===== src/rtl/cpu_forwarding_core.sv =====
// Five-stage pipelined core (fetch/decode/execute/memory/writeback) with full
// operand forwarding, load-use interlock, branch flush, bus-wait freeze and HALT.
module cpu_forwarding_core #(
   parameter int DATA_WIDTH = 32,
   parameter int ADDR_WIDTH = 16,
   parameter int NUM_REGS   = 16
) (
   input  logic                  i_clk,
   input  logic                  i_reset,
   output logic [ADDR_WIDTH-1:0] o_pc,
   input  logic [31:0]           i_instruction,
   output logic                  o_mem_req,
   output logic                  o_rw,
   output logic [ADDR_WIDTH-1:0] o_address,
   output logic [DATA_WIDTH-1:0] o_data,
   input  logic [DATA_WIDTH-1:0] i_data,
   input  logic                  i_mem_ready,
   output logic                  o_halted,
   output logic                  o_debug_stall,
   output logic                  o_debug_flush
);

   localparam int RW = (NUM_REGS > 1) ? $clog2(NUM_REGS) : 1;

   localparam logic [7:0] OP_NOP  = 8'h00;
   localparam logic [7:0] OP_LW   = 8'h01;
   localparam logic [7:0] OP_SW   = 8'h02;
   localparam logic [7:0] OP_ADD  = 8'h03;
   localparam logic [7:0] OP_SUB  = 8'h04;
   localparam logic [7:0] OP_ADDI = 8'h05;
   localparam logic [7:0] OP_BEQ  = 8'h06;
   localparam logic [7:0] OP_HALT = 8'hFF;

   function automatic logic [7:0] norm_op(input logic [7:0] op);
      case (op)
         OP_LW, OP_SW, OP_ADD, OP_SUB, OP_ADDI, OP_BEQ, OP_HALT: return op;
         default:                                               return OP_NOP;
      endcase
   endfunction

   function automatic logic writes_rd(input logic [7:0] op);
      return (op == OP_LW) || (op == OP_ADD) || (op == OP_SUB) || (op == OP_ADDI);
   endfunction

   function automatic logic is_alu(input logic [7:0] op);
      return (op == OP_ADD) || (op == OP_SUB) || (op == OP_ADDI);
   endfunction

   // pipeline state
   logic [ADDR_WIDTH-1:0] pc, id_pc, ex_pc;
   logic [31:0]           ir;
   logic [7:0]            ex_op, mem_op, wb_op;
   logic [RW-1:0]         ex_rd, ex_rs1, ex_rs2, mem_rd, wb_rd;
   logic [DATA_WIDTH-1:0] ex_a, ex_b, mem_val, mem_store, wb_val;
   logic [15:0]           ex_imm;
   logic [DATA_WIDTH-1:0] regs [NUM_REGS];

   // decode
   logic [7:0]            id_op;
   logic [RW-1:0]         id_rd, id_rs1, id_rs2;
   logic [DATA_WIDTH-1:0] id_a, id_b;
   logic                  use_rs1, use_rs2, load_use, halt_stop;

   // execute / memory / control
   logic [DATA_WIDTH-1:0] fwd_a, fwd_b, alu_out, mem_result;
   logic [ADDR_WIDTH-1:0] br_off, br_target;
   logic                  branch_taken, mem_access, freeze, flush, stall, wb_wr;

   assign id_op  = norm_op(ir[31:24]);
   assign id_rd  = ir[20 +: RW];
   assign id_rs1 = ir[16 +: RW];
   assign id_rs2 = ir[12 +: RW];
   assign wb_wr  = writes_rd(wb_op);

   // register read with write-through from the instruction retiring this cycle
   always_comb begin
      id_a = regs[id_rs1];
      id_b = regs[id_rs2];
      if (wb_wr && (wb_rd == id_rs1)) id_a = wb_val;
      if (wb_wr && (wb_rd == id_rs2)) id_b = wb_val;
   end

   assign use_rs1 = (id_op == OP_LW) || (id_op == OP_SW) || (id_op == OP_ADD) ||
                    (id_op == OP_SUB) || (id_op == OP_ADDI) || (id_op == OP_BEQ);
   assign use_rs2 = (id_op == OP_SW) || (id_op == OP_ADD) || (id_op == OP_SUB) ||
                    (id_op == OP_BEQ);
   assign load_use = (ex_op == OP_LW) &&
                     ((use_rs1 && (id_rs1 == ex_rd)) || (use_rs2 && (id_rs2 == ex_rd)));
   // once HALT is decoded, fetch stays stopped until it is flushed or reset
   assign halt_stop = (id_op == OP_HALT) || (ex_op == OP_HALT) ||
                      (mem_op == OP_HALT) || (wb_op == OP_HALT);

   // later assignment wins, so the memory-stage ALU result has top priority
   always_comb begin
      fwd_a = ex_a;
      fwd_b = ex_b;
      if (wb_wr && (wb_rd == ex_rs1)) fwd_a = wb_val;
      if (wb_wr && (wb_rd == ex_rs2)) fwd_b = wb_val;
      if (is_alu(mem_op) && (mem_rd == ex_rs1)) fwd_a = mem_val;
      if (is_alu(mem_op) && (mem_rd == ex_rs2)) fwd_b = mem_val;
   end

   always_comb begin
      alu_out = '0;
      case (ex_op)
         OP_ADD:                alu_out = fwd_a + fwd_b;
         OP_SUB:                alu_out = fwd_a - fwd_b;
         OP_ADDI, OP_LW, OP_SW: alu_out = fwd_a + DATA_WIDTH'(ex_imm);
         default:               alu_out = '0;
      endcase
   end

   assign branch_taken = (ex_op == OP_BEQ) && (fwd_a == fwd_b);
   assign br_off       = ADDR_WIDTH'($signed(ex_imm));
   assign br_target    = ex_pc + (br_off << 2);

   assign mem_access = (mem_op == OP_LW) || (mem_op == OP_SW);
   assign mem_result = (mem_op == OP_LW) ? i_data : mem_val;
   assign freeze     = (mem_access && !i_mem_ready) || (wb_op == OP_HALT);
   assign flush      = !freeze && branch_taken;
   assign stall      = !freeze && !branch_taken && load_use;

   always_ff @(posedge i_clk) begin
      if (i_reset) begin
         pc        <= '0;
         id_pc     <= '0;
         ir        <= '0;
         ex_op     <= OP_NOP;
         ex_rd     <= '0;
         ex_rs1    <= '0;
         ex_rs2    <= '0;
         ex_a      <= '0;
         ex_b      <= '0;
         ex_imm    <= '0;
         ex_pc     <= '0;
         mem_op    <= OP_NOP;
         mem_rd    <= '0;
         mem_val   <= '0;
         mem_store <= '0;
         wb_op     <= OP_NOP;
         wb_rd     <= '0;
         wb_val    <= '0;
      end else if (!freeze) begin
         if (flush)                        pc <= br_target;
         else if (!stall && !halt_stop)    pc <= pc + ADDR_WIDTH'(4);

         if (flush || (!stall && halt_stop)) begin
            ir <= '0;
         end else if (!stall) begin
            ir    <= i_instruction;
            id_pc <= pc;
         end

         if (flush || stall) begin
            ex_op <= OP_NOP;
         end else begin
            ex_op  <= id_op;
            ex_rd  <= id_rd;
            ex_rs1 <= id_rs1;
            ex_rs2 <= id_rs2;
            ex_a   <= id_a;
            ex_b   <= id_b;
            ex_imm <= ir[15:0];
            ex_pc  <= id_pc;
         end

         mem_op    <= ex_op;
         mem_rd    <= ex_rd;
         mem_val   <= alu_out;
         mem_store <= fwd_b;

         wb_op  <= mem_op;
         wb_rd  <= mem_rd;
         wb_val <= mem_result;
      end
   end

   always_ff @(posedge i_clk) begin
      if (i_reset) begin
         for (int i = 0; i < NUM_REGS; i++) regs[i] <= '0;
      end else if (wb_wr) begin
         regs[wb_rd] <= wb_val;
      end
   end

   assign o_pc          = pc;
   assign o_mem_req     = mem_access;
   assign o_rw          = (mem_op == OP_SW);
   assign o_address     = mem_access ? mem_val[ADDR_WIDTH-1:0] : '0;
   assign o_data        = (mem_op == OP_SW) ? mem_store : '0;
   assign o_halted      = (wb_op == OP_HALT);
   assign o_debug_stall = stall;
   assign o_debug_flush = flush;

endmodule

===== config.mk =====
export PLATFORM = sky130hd
export DESIGN_NAME = cpu_forwarding_core
export DESIGN_NICKNAME = d
export VERILOG_FILES = /design/src/rtl/cpu_forwarding_core.sv
export SDC_FILE = /design/constraint.sdc
export NUM_CORES = 2
export LEC_CHECK = 0
export ABC_AREA = 1
export BUFFER_PORTS_ARGS = -buffer_cell sky130_fd_sc_hd__buf_2
export CELL_PAD_IN_SITES_DETAIL_PLACEMENT = 0
export CELL_PAD_IN_SITES_GLOBAL_PLACEMENT = 1
export CORE_MARGIN = 2
export CORE_UTILIZATION = 45
export CTS_BUF_LIST = sky130_fd_sc_hd__clkbuf_4
export CTS_CLUSTER_DIAMETER = 150
export DETAILED_ROUTE_END_ITERATION = 10
export HOLD_SLACK_MARGIN = 0.05
export PLACE_DENSITY = 0.74
export SYNTH_ARGS = -nofsm -noshare
export SYNTH_HDL_FRONTEND = slang
export SYNTH_SLANG_ARGS = --single-unit

===== constraint.sdc =====
create_clock -name i_clk -period 4.1 [get_ports i_clk]
set_input_delay 0.205 -clock i_clk [delete_from_list [all_inputs] [get_ports i_clk]]
set_output_delay 0.205 -clock i_clk [all_outputs]
set_load 0.02 [all_outputs]

==> summary.txt <==
Floorplanning
  – Ports: 136
  – Die W: 323 um
  – Area of the core: 0.100 sq mm
  – Die Ht: 323 um
  – DIE AREA: 0.104 sq mm
  – Starting density of the core: 45.5%
  – Rows: 116

STA
  – Minimum clock period: 4.67 ns
  – Hold WS: 0.340 ns
  – Final period util: 114%
  – Worst-margin pin slew: 0.953 ns
  – Clock Skews: 0.0666 ns
  – RSZ-0062 raised after global routing: true
  – Slew headroom: 36.5%
  – Setup Viol. Count Final: 1
  – Slew Viols, Final: 0
  – Final hold viol count: 0
  – Fmax: 214 MHz
  – Setup TNS: -0.575 ns
  – Final WS setup: -0.575 ns

Final layout
  – Non-filler instance count after layout: 8,078
  – P&R area growth vs syn: 21.4%
  – Nets@finish: 6,678
  – Finished Cell Area: 0.0555 sq mm
  – Layout cells sized above 1: 17.4%
  – Most frequent cells in the layout: nor2_1, o21ai_0, a21oi_1
  – Final core utilization: 55.3%
  – Most common cell after layout, fill and taps aside: nor2_1

Pwr
  – Lkg Pwr: 22.3 nW
  – PwrDens: 388 mW/mm^2
  – Maximum VDD drop: 0.275 mV

Global routing
  – Initial antenna violation count: 9
  – GR peak layer: met2
  – First-pass GRT wire length: 274 mm
  – GRT Total Usage: 35.1%
  – Grt total ovfl: 0
  – Global-route met3 utilization: 6.22%
  – Number of global-route vias before repair: 43.8k
  – Met2 Usage GRT: 54.6%
  – GR Util met1: 48.4%
  – Largest net degree at the start of global routing: 221

Placed design
  – Hpwl dp: 114 mm
  – Number of port buffers: 135
  – Area of placed instances: 0.0498 sq mm
  – GPL Wtd Cong: 0.991
  – Number of placed instances, taps included: 7,446

Worst setup path
  – Critical path arrival: 4.47 ns
  – Critical path class: flop to primary output
  – Cell Chain, Critical Path: buf_4 > xnor2_1 > nand2_1 > nor2_4 > nand2_4 > buf_4 > buf_4 > buf_4 > o21ai_4 > inv_2 > ha_1 > nand2_1 > nor4_2 > nand4_1 > inv_1 > buf_6 > nand3_4 > inv_4 > buf_6
  – Slowest CP cell: dfxtp_1
  – Top Family by Delay on Critical Path: buffers and inverters
  – CP dominant cell by count: buf_4
  – Worst setup EP type: primary output
  – Worst path bufs/invs: 9
  – Critical path required time: 3.89 ns
  – Startpoint class of the critical path: flop
  – Crit path max fanout: 6
  – Slowest Stage Delay on Critical Path: 0.33 ns

Hold path
  – Worst hold path type: primary input to flop

Yosys
  – Post-synthesis cell count: 6,004
  – Synth top area share: 33.6%
  – Syn avg cell area: 7.62 sq um
  – Count of cell types in the netlist: 46
  – Seq cells post-synth: 808
  – Main area contributors after synthesis: edfxtp_1, dfxtp_1, o21ai_0, nor2_1, a21oi_1
  – Cell Area, Synth: 0.0457 sq mm
  – Sequential area share after synthesis: 46.6%
  – Area leader, netlist: edfxtp_1
  – Syn Nets: 6,150
  – Yosys warns: 0

Clock network
  – Clock Tree Root: clkbuf_4
  – Max Buffers Root-to-Sink: 3
  – Htree depth: 4
  – # clock sinks: 808
  – CTS tree: done
  – Clock slew at reported path FFs: 0.06 ns
  – Clock buffers created by TritonCTS: 225
  – Clock latency at the later pin of the worst-skew pair: 1.24 ns

Routing
  – Residual DRC: 0
  – DRT Wirelength: 187 mm
  – First-pass iteration count of the detailed router: 8
  – DRT antenna net count: 0
  – Via density: 5.79
  – Iter 0 DRT Violations: 5,730
  – Routed len/inst: 23.1 um
  – Via count: 46.8k

Flow run
  – Max cap viols: 0

Outcome
  – Run status: finished with violations
  – Failing checks: negative setup slack
cells by family after synthesis:
kind of cell / after synthesis / synth area share, %
buf+inv: 1036 / 8.79
xor+xnor: 45 / 0.862
fa+ha+maj: 79 / 2.21
compound gates: 1952 / 22.8
simple gates: 2084 / 18.8
flops: 808 / 46.6
sequential cells by signal (all words and copies together), names as in the netlist, 8 cells and up:
name       count
regs         512
ex_a          32
ex_b          32
ir            32
mem_store     32
mem_val       32
wb_val        32
ex_pc         16
id_pc         16
o_pc          16
br_off        12
ex_op          8
mem_op         8
wb_op          8
report_power, final:
part | leakage (nW) | internal, mW | switching, mW
clock | 1.74 | 3.97 | 3.77
sequential | 7.72 | 8.96 | 0.199
combinational | 12.9 | 1.70 | 2.96
total | 22.3 | 14.6 | 6.92
worst register-to-register path, delay by kind of cell, from the launching register on:
| kind | cells | cell delay, ns |
|---|---|---|
| simple gates | 10 | 1.43 |
| buf+inv | 7 | 0.97 |
| flops | 1 | 0.33 |
| xor+xnor | 1 | 0.15 |
| compound gates | 5 | 0.65 |
| fa+ha+maj | 1 | 0.37 |
layout make-up:
cell class	instances	area [sq um]
Inverter	583	2200
Sequential cell	808	21300
Timing Repair Buffer	752	6230
Clock buffer	339	2540
Antenna cell	6	15.0
Tap cell	1357	1700
Timing Repair inverter	1	7.51
Fill cell	9765	44900
Clock inverter	71	409
Multi-Input combinational cell	4161	21100
synthesized netlist by cell type, drive strengths merged:
library cell     n
a211oi           8
a21boi           2
a21o            10
a21oi          654
a31o             1
a31oi           41
and3             1
buf            111
clkbuf         342
clkinv          36
dfxtp          296
edfxtp         512
fa               3
ha              76
inv            547
nand2          640
nand3          397
nand3b           8
nand4           35
nor2           968
nor3            17
nor4             9
o2111ai          1
o211ai         121
o21a             5
o21ai         1042
o21bai           9
o221ai          53
o22ai            5
or2              9
xnor2           27
xor2            18
metal layers:
| metal | up-vias | share of wire, % |
|---|---|---|
| met5 | - | 0.013 |
| met4 | 4 | 3.9 |
| met1 | 22050 | 41 |
| met3 | 446 | 10 |
| met2 | 2504 | 45 |
| li1 | 21768 | - |
final timing paths:
check / from / end / slack (ns) / depth (start not counted)
setup reg to reg: mem_rd[3] / mem_val[19] / 0.10 / 24
setup / recovery: mem_rd[3] / o_debug_flush / -0.57 / 19
hold reg to reg: ir[0] / ir[0] / 0.46 / 2
hold / removal: i_instruction[0] / ir[0] / 0.34 / 5
stage by stage:
step	power, mW	setup WS, ns
floorplan	11.6	0.486
global placement	13.5	-0.205
detailed placement	13.5	-0.228
CTS	21.4	-0.705
global route	22.5	-0.754
finish	21.6	-0.575
timing repair:
action | 4_1_cts | 5_1_grt
cloned | 6 | 5
buffers inserted | 14 | 29
pin swaps | 16 | 47
resized for setup | 75 | 177
hold endpoints to repair | 487 | 0
setup endpoints to repair | 99 | 157
hold buffers | 162 | 0
Power figures use the tool's default switching activity.
